`config.mk`:
```
export PLATFORM = sky130hd
export DESIGN_NAME = redun_word_serializer
export DESIGN_NICKNAME = d
export VERILOG_FILES = /design/src/rtl/redun_word_serializer.sv
export SDC_FILE = /design/constraint.sdc
export NUM_CORES = 2
export LEC_CHECK = 0
export CAP_MARGIN = 25
export CORE_AREA = 2 2 443 445
export CTS_BUF_LIST = sky130_fd_sc_hd__clkbuf_8
export CTS_CLUSTER_DIAMETER = 30
export DETAILED_ROUTE_END_ITERATION = 8
export DIE_AREA = 0 0 445 447
export HOLD_SLACK_MARGIN = 0.05
export PLACE_DENSITY = 0.56
export RECOVER_POWER = 100
export SETUP_SLACK_MARGIN = 0.2
export SYNTH_ARGS = -nofsm -noshare
export SYNTH_HDL_FRONTEND = slang
export SYNTH_SLANG_ARGS = --single-unit
```
`constraint.sdc`:
```
create_clock -name clk -period 11.65 [get_ports clk]
set_input_delay 2.33 -clock clk [delete_from_list [all_inputs] [get_ports clk]]
set_output_delay 2.33 -clock clk [all_outputs]
set_load 0.01 [all_outputs]
```
`src/rtl/redun_word_serializer.sv`:
```
// redun_word_serializer
//   Captures one complete column-squarer result (2*NUM_ELEMENTS redundant
//   words of WORD_LEN+1 bits, index 0 least significant), then resolves the
//   inter-word carries one word per cycle. Canonical WORD_LEN-bit words are
//   streamed LSW-first over valid/ready. On the last word the final carry
//   (0..2) is reported on out_carry.
//
// Ports
//   clk, rst_n   clock (rising edge), asynchronous active-low reset
//   in_valid     in_words holds a complete result
//   in_ready     block can capture in_words this cycle
//   in_words     redundant result, [2*NUM_ELEMENTS-1:0][IN_WORD_LEN-1:0]
//   out_valid    out_word valid
//   out_ready    downstream accepts out_word
//   out_word     canonical word
//   out_last     marks word index 2*NUM_ELEMENTS-1
//   out_carry    final carry out; nonzero only with out_last
module redun_word_serializer #(
  parameter int NUM_ELEMENTS = 33,
  parameter int WORD_LEN     = 16,
  parameter int IN_WORD_LEN  = WORD_LEN + 1,
  parameter int CNT_BITS     = $clog2(2 * NUM_ELEMENTS)
) (
  input  logic                                         clk,
  input  logic                                         rst_n,
  input  logic                                         in_valid,
  output logic                                         in_ready,
  input  logic [2*NUM_ELEMENTS-1:0][IN_WORD_LEN-1:0]   in_words,
  output logic                                         out_valid,
  input  logic                                         out_ready,
  output logic [WORD_LEN-1:0]                          out_word,
  output logic                                         out_last,
  output logic [1:0]                                   out_carry
);

  localparam int NUM_WORDS = 2 * NUM_ELEMENTS;
  // buf[idx] + carry: one bit wider than a redundant word, so the top two
  // bits are the carry into the next word (at most 2).
  localparam int SUM_W     = IN_WORD_LEN + 1;
  localparam logic [CNT_BITS-1:0] LAST_IDX = CNT_BITS'(NUM_WORDS - 1);

  typedef enum logic {IDLE, RUN} state_t;

  state_t state_q, state_d;

  logic capture;   // load a new result this cycle
  logic advance;   // step to the next word of the current result
  logic finish;    // last word accepted, nothing new to capture

  logic [NUM_WORDS-1:0][IN_WORD_LEN-1:0] buf_q;
  logic [CNT_BITS-1:0]                   idx_q;
  logic [CNT_BITS-1:0]                   idx_nxt;
  // Holds buf[idx] + carry for the word being presented. The incoming carry
  // is folded into this register, so the low bits drive out_word straight
  // from flops and the high bits are the carry for the following word.
  logic [SUM_W-1:0]                      sum_q;
  logic [SUM_W-1:0]                      sum_nxt;
  logic [1:0]                            carry_nxt;
  logic                                  last_nxt;

  logic       out_valid_q;
  logic       out_last_q;
  logic [1:0] out_carry_q;

  assign out_valid = out_valid_q;
  assign out_word  = sum_q[WORD_LEN-1:0];
  assign out_last  = out_last_q;
  assign out_carry = out_carry_q;

  // ---------------------------------------------------------------- FSM
  always_ff @(posedge clk or negedge rst_n) begin
    if (!rst_n) state_q <= IDLE;
    else        state_q <= state_d;
  end

  always_comb begin
    state_d  = state_q;
    in_ready = 1'b0;
    capture  = 1'b0;
    advance  = 1'b0;
    finish   = 1'b0;
    case (state_q)
      IDLE: begin
        in_ready = 1'b1;
        if (in_valid) begin
          capture = 1'b1;
          state_d = RUN;
        end
      end
      RUN: begin
        if (out_valid_q && out_ready) begin
          if (out_last_q) begin
            // Last beat leaving: open the input so the next result can be
            // taken on the same edge without an idle cycle.
            in_ready = 1'b1;
            if (in_valid) capture = 1'b1;
            else begin
              finish  = 1'b1;
              state_d = IDLE;
            end
          end else begin
            advance = 1'b1;
          end
        end
      end
      default: state_d = IDLE;
    endcase
  end

  // ------------------------------------------------------- carry chain
  always_comb begin
    carry_nxt = sum_q[SUM_W-1:WORD_LEN];
    // Clamp so the buffer is never indexed past its end; the wrapped value
    // is only formed on the last word, where advance is never asserted.
    idx_nxt   = (idx_q == LAST_IDX) ? '0 : idx_q + CNT_BITS'(1);
    sum_nxt   = SUM_W'(buf_q[idx_nxt]) + SUM_W'(carry_nxt);
    last_nxt  = (idx_nxt == LAST_IDX);
  end

  // ---------------------------------------------------------- datapath
  always_ff @(posedge clk or negedge rst_n) begin
    if (!rst_n) begin
      buf_q       <= '0;
      idx_q       <= '0;
      sum_q       <= '0;
      out_valid_q <= 1'b0;
      out_last_q  <= 1'b0;
      out_carry_q <= 2'b0;
    end else if (capture) begin
      // Word 0 starts with zero carry. A result always has at least two
      // words, so word 0 is never the last one.
      buf_q       <= in_words;
      idx_q       <= '0;
      sum_q       <= SUM_W'(in_words[0]);
      out_valid_q <= 1'b1;
      out_last_q  <= 1'b0;
      out_carry_q <= 2'b0;
    end else if (advance) begin
      idx_q       <= idx_nxt;
      sum_q       <= sum_nxt;
      out_last_q  <= last_nxt;
      out_carry_q <= last_nxt ? sum_nxt[SUM_W-1:WORD_LEN] : 2'b0;
    end else if (finish) begin
      idx_q       <= '0;
      sum_q       <= '0;
      out_valid_q <= 1'b0;
      out_last_q  <= 1'b0;
      out_carry_q <= 2'b0;
    end
  end

endmodule
```
== Word-level counts from Yosys, hierarchy flattened ==
Index checks and enable logic that the tools add are counted.
Operators by class
  add/sub/neg operators: 2
  magnitude comparators: 1
  equality and inequality tests: 3
  mux-type cells: 35
  bitwise logic cells: 1
  reductions and logical operators: 4
Operators with widths (number)
  $bmux 17 s7: 1
  $mux 18: 3
  $mux 7: 4
  $mux 1: 19
  $add 17x2->18: 1
  $mux 17: 1
  $eq 7x7->1 const B: 2
  $lt 7x8->1 const B: 1
  $mux 2: 4
  $add 7x1->7 const B: 1
  $pmux 1 s2: 3
  $reduce_bool 3->1: 1
  $ne 2x2->1 const B: 1
  $reduce_and 2->1: 1
  $reduce_bool 2->1: 1
  $logic_and 1x1->1: 1
  $not 1->1: 1
Word-level totals
  bits in registers: 1152
  bits of input ports: 1126
  output and inout bits: 21

== Longest topological paths before layout ==
  word-level depth: 8
  depth in mapped cells: 25
  depth with buffers taken out: 19

== Least setup slack after synthesis ==
Ideal clock, no wire load.
  path type: flip-flop to flip-flop
  start point: reg idx_q[1]
  end point: reg sum_q[16]
  arrival: 5.018 ns
  data required time: 11.524 ns
  path slack: 6.506 ns
  cell stages (with the launch flop): 25
  clock period less this slack: 5.144 ns
  cell sequence: dfrtp_1 -> buf_2 -> inv_1 -> ha_1 -> or4b_4 -> buf_6 -> o21ai_1 -> clkbuf_1 -> clkbuf_1 -> buf_1 -> clkbuf_1 -> nand2_1 -> a311oi_1 -> a311oi_1 -> o21ai_0 -> nand3_1 -> o22ai_1 -> ha_1 -> inv_1 -> fa_1 -> nor2b_1 -> nand4_1 -> nor3b_2 -> xnor2_1 -> a221o_1
Between the ends
  word-level cells in the longest chain between the ends: 7
  elaborated cells on any way between the ends: 8
  classes of those cells: 2 x add/sub; 1 x eq/ne; 5 x mux
Ends and longest elaborated chain
  start: declaration: line 51  | logic [CNT_BITS-1:0] idx_q;
  start signal: assignment: line 139  | idx_q <= idx_nxt;
  $add 7x1->7 / $eq 7x7->1 (equally long branches): line 115  | idx_nxt = (idx_q == LAST_IDX) ? '0 : idx_q + CNT_BITS'(1);
  $mux 7 (*): line 115
  $bmux 17 s7 (*): line 116  | sum_nxt = SUM_W'(buf_q[idx_nxt]) + SUM_W'(carry_nxt);
  $mux 17 (not written as such) (*): line 116
  $add 17x2->18 (*): line 116
  $mux 18 (*): line 138  | end else if (advance) begin
  $mux 18 (*): line 129  | end else if (capture) begin
  end signal: assignment: line 134  | sum_q <= SUM_W'(in_words[0]);
  end signal: assignment: line 140  | sum_q <= sum_nxt;
  end: declaration: line 56  | logic [SUM_W-1:0] sum_q;
Mark *: on every way between the ends. The rest lies on a longest branch, timed or not. The select of a mux whose other input is x is not followed.
A chain may end at the register's enable or synchronous reset.

== Worst setup path after layout ==
  start point: reg idx_q[0]
  end point: reg sum_q[16]
The elaborated chain is that of the path after synthesis.

==> results.ini <==
[status]
status = finished with violations
violations = capacitance limit, slew limit

[global_route]
antenna_found_initial = 139
grt_max_degree = 180
grt_overflow_total = 0
grt_pass1_vias = 53520
grt_use_total = 0.3020
grt_pass1_wl_um = 419600

[placement]
dp.cells = 9747
io_buffers = 1146
place.gp.congestion = 0.9369
hpwlAfterDp_um = 230700

[yosys]
syn_area_per_cell_um2 = 8.459
syn_area_mm2 = 0.05424
ys_async_sr_fraction = 1.000
yosysSeqAreaShare = 0.5315
yosysWarningCount = 0
synth_top_area_share = 0.5315
yosys.area_share.adder = 0.001292
synth_top_family_by_area = simple AND/OR/NAND/NOR gates
synth_compound_area_frac = 0.07947
synth.distinct_cells = 94
yosys.area_share.simple = 0.2793
yosysTopAreaCell = dfrtp_1
synth_edf_count = 0
ys_top_cells_by_area = dfrtp_1 53%, nand2_1 25%, mux4_2 3.7%, clkbuf_1 2.1%, mux2i_1 2.0%
synth.area.mux_share = 0.06784
netlist_instances = 6412
synth_seq_cells = 1152
synthXorXnorAreaFrac = 0.003829
ys.flop_type = dfrtp_1
syn_nets = 7543

[final_layout]
final_common_cell = nand2_1
layout_common_cells = 3623 x nand2_1, 1152 x dfrtp_1, 1122 x clkdlybuf4s50_1
ff_latch_area_mm2 = 0.02883
fin_cells = 10450
syn_to_final_growth_pct = 40.57
drive_above_1_share = 0.1068
nNetsFinal = 8689
multiInputGateArea_mm2 = 0.02368
fillers = 19950

[worst_setup_path]
crit_path_start_kind = flop
worstPathArrival_ns = 10.10
crit_chain = ha_1 -> xor2_1 -> buf_12 -> nor2_1 -> clkbuf_1 -> nand3_1 -> buf_4 -> a21oi_1 -> o21ai_0 -> a211oi_1 -> nand4_1 -> nor3b_1 -> xnor2_1 -> a221o_1
worstPathMaxFanout = 91
worstPathRequired_ns = 12.57
endpoint_kind = flop
critPathMaxStageDelay_ns = 1.62
cpLargestDelayFamily = simple AND/OR/NAND/NOR gates
path_class = reg -> reg
cp_slowest_cell = nor2_1
r2r_slack_ns = 2.47
path_buf_inv = 3

[power_and_ir_drop]
power.leakage_nw = 36.69
power.density_mw_per_mm2 = 233.8
peakVddDrop_mv = 0.2368

[clocking]
cts_made_buffers = 345
htreeDepth = 5
postCtsSetupRepairBufs = 0
cts-root-buf = clkbuf_8
clk_pin_slew_ns = 0.05
ctsResizeCount = 0
hold_buffers = 0
clock_sinks = 1152
clock_latency_ns = 1.05
cts_buffer_depth = 4
cts_tree = yes

[timing]
setup_viol = 0
hold_viol_final = 0
tightest_slew_ns = 4.102
grt_setup_unrepaired = false
max_freq_mhz = 108.9
finalSetupTns_ns = 0
fin_crit_ns = 9.181
slew_headroom = -1.735
final_max_slew_viol_count = 903
fin_crit_sh = 0.7881
finalClockSkew_ns = 0.06843

[die]
die-area_mm2 = 0.1989
start_util = 0.2793
rows = 162
die_w_um = 445
core_mm2 = 0.1942
io_pins = 1147
die_y_um = 447

[hold_path]
min_path_type = reg -> reg

[job]
maxCapViolCount = 19

[routing]
drtAntennaViolNets = 0
wl_per_cell_um = 29.49
drt_iter0_drc = 5078
drc = 0
first_pass_iters = 6
wl_um = 308000
num_vias = 52970
routed_via_density = 5.070

==> cell type report <==
cell class	count	share of cell area
diodes	84	0.002757
clock buffers	414	0.07473
clock inverters	196	0.02854
inverters	13	0.0007549
multi-input cells	4799	0.3105
flip-flops and latches	1152	0.3781
well taps	2542	0.04172
repair buffers	1247	0.1629
==> sequential cells by signal (all words and copies together) (netlist names) <==
name	count
buf_q	1122
sum_q	18
idx_q	7
out_carry	2
out_last	1
out_valid	1
state_q	1
==> worst register-to-register path, delay by kind of cell (launching register included) <==
kind / cells / cell delay [ns]
XOR/XNOR: 2 / 0.39
flip-flops: 1 / 1.35
AND/OR/NAND/NOR: 4 / 2.88
AO/OA/AOI/OAI: 4 / 2.00
buffers and inverters: 3 / 1.56
adder cells (fa/ha/maj): 1 / 0.89
==> metal layers <==
layer,vias to the layer above,routed length [um],part of all wire,global-route usage
li1,23390,-,-,-
met3,688,19210,0.062,0.05700
met5,-,267,0.00087,0
met1,26530,120300,0.39,0.3631
met2,2319,153300,0.50,0.5176
met4,44,14950,0.049,0.1478
==> cells in the mapped netlist, drive strengths merged, types with 5 or more instances <==
library cell,count
nand2b,9
o32ai,8
a31o,5
buf,140
o211ai,39
nand2,3625
nor2b,15
nor3,45
nor4,7
a21o,7
o2bb2ai,12
a22o,5
and2,13
mux2i,110
a22oi,12
mux2,51
nand4,10
o221ai,21
a2111oi,7
a32oi,10
nand3,55
xnor2,15
a211oi,36
a221o,10
inv,13
o21ai,115
clkbuf,308
o311ai,10
xor2,7
or3,17
nor2,72
dfrtp,1152
and3,19
a311oi,14
a221oi,61
mux4,89
a21oi,120
a31oi,26
o31ai,18
o22ai,33
==> power by group <==
part | internal, mW | switching [mW]
Clock | 4.26 | 2.32
Sequential | 4.50 | 0.430
Combinational | 2.03 | 4.28
==> final timing paths <==
path / from / endpoint / cells past startpoint
worst max-delay path: idx_q[0] / sum_q[16] / 14
worst min-delay path: buf_q[1029] / buf_q[1029] / 2
worst max register to register: idx_q[0] / sum_q[16] / 14
worst min register to register: buf_q[1029] / buf_q[1029] / 2
max in group asynchronous: rst_n / buf_q[829] / 3
min in group asynchronous: rst_n / buf_q[456] / 1
==> stage by stage <==
step | power, mW | area [um2] | setup WS (ns) | utilization | hold WS, ns
finish | 17.83 | 76240 | 2.469 | 0.3926 | 0.4631
global route | 18.38 | 76190 | 2.513 | 0.3924 | 0.4839
CTS | 17.87 | 76030 | 5.174 | 0.3915 | 0.4664
detailed placement | 11.23 | 68150 | 5.173 | 0.3510 | 0.4546
global placement | 11.19 | 68060 | 4.899 | 0.3505 | 0.4515
floorplan | 7.867 | 54240 | 6.506 | - | 0.4374
==> cells by family after synthesis <==
family	Yosys count
flip-flops	1152
AO/OA/AOI/OAI	615
adder cells (fa/ha/maj)	5
XOR/XNOR	22
buffers and inverters	461
multiplexers	250
AND/OR/NAND/NOR	3907
No activity file was read; power rests on OpenSTA's default activity.
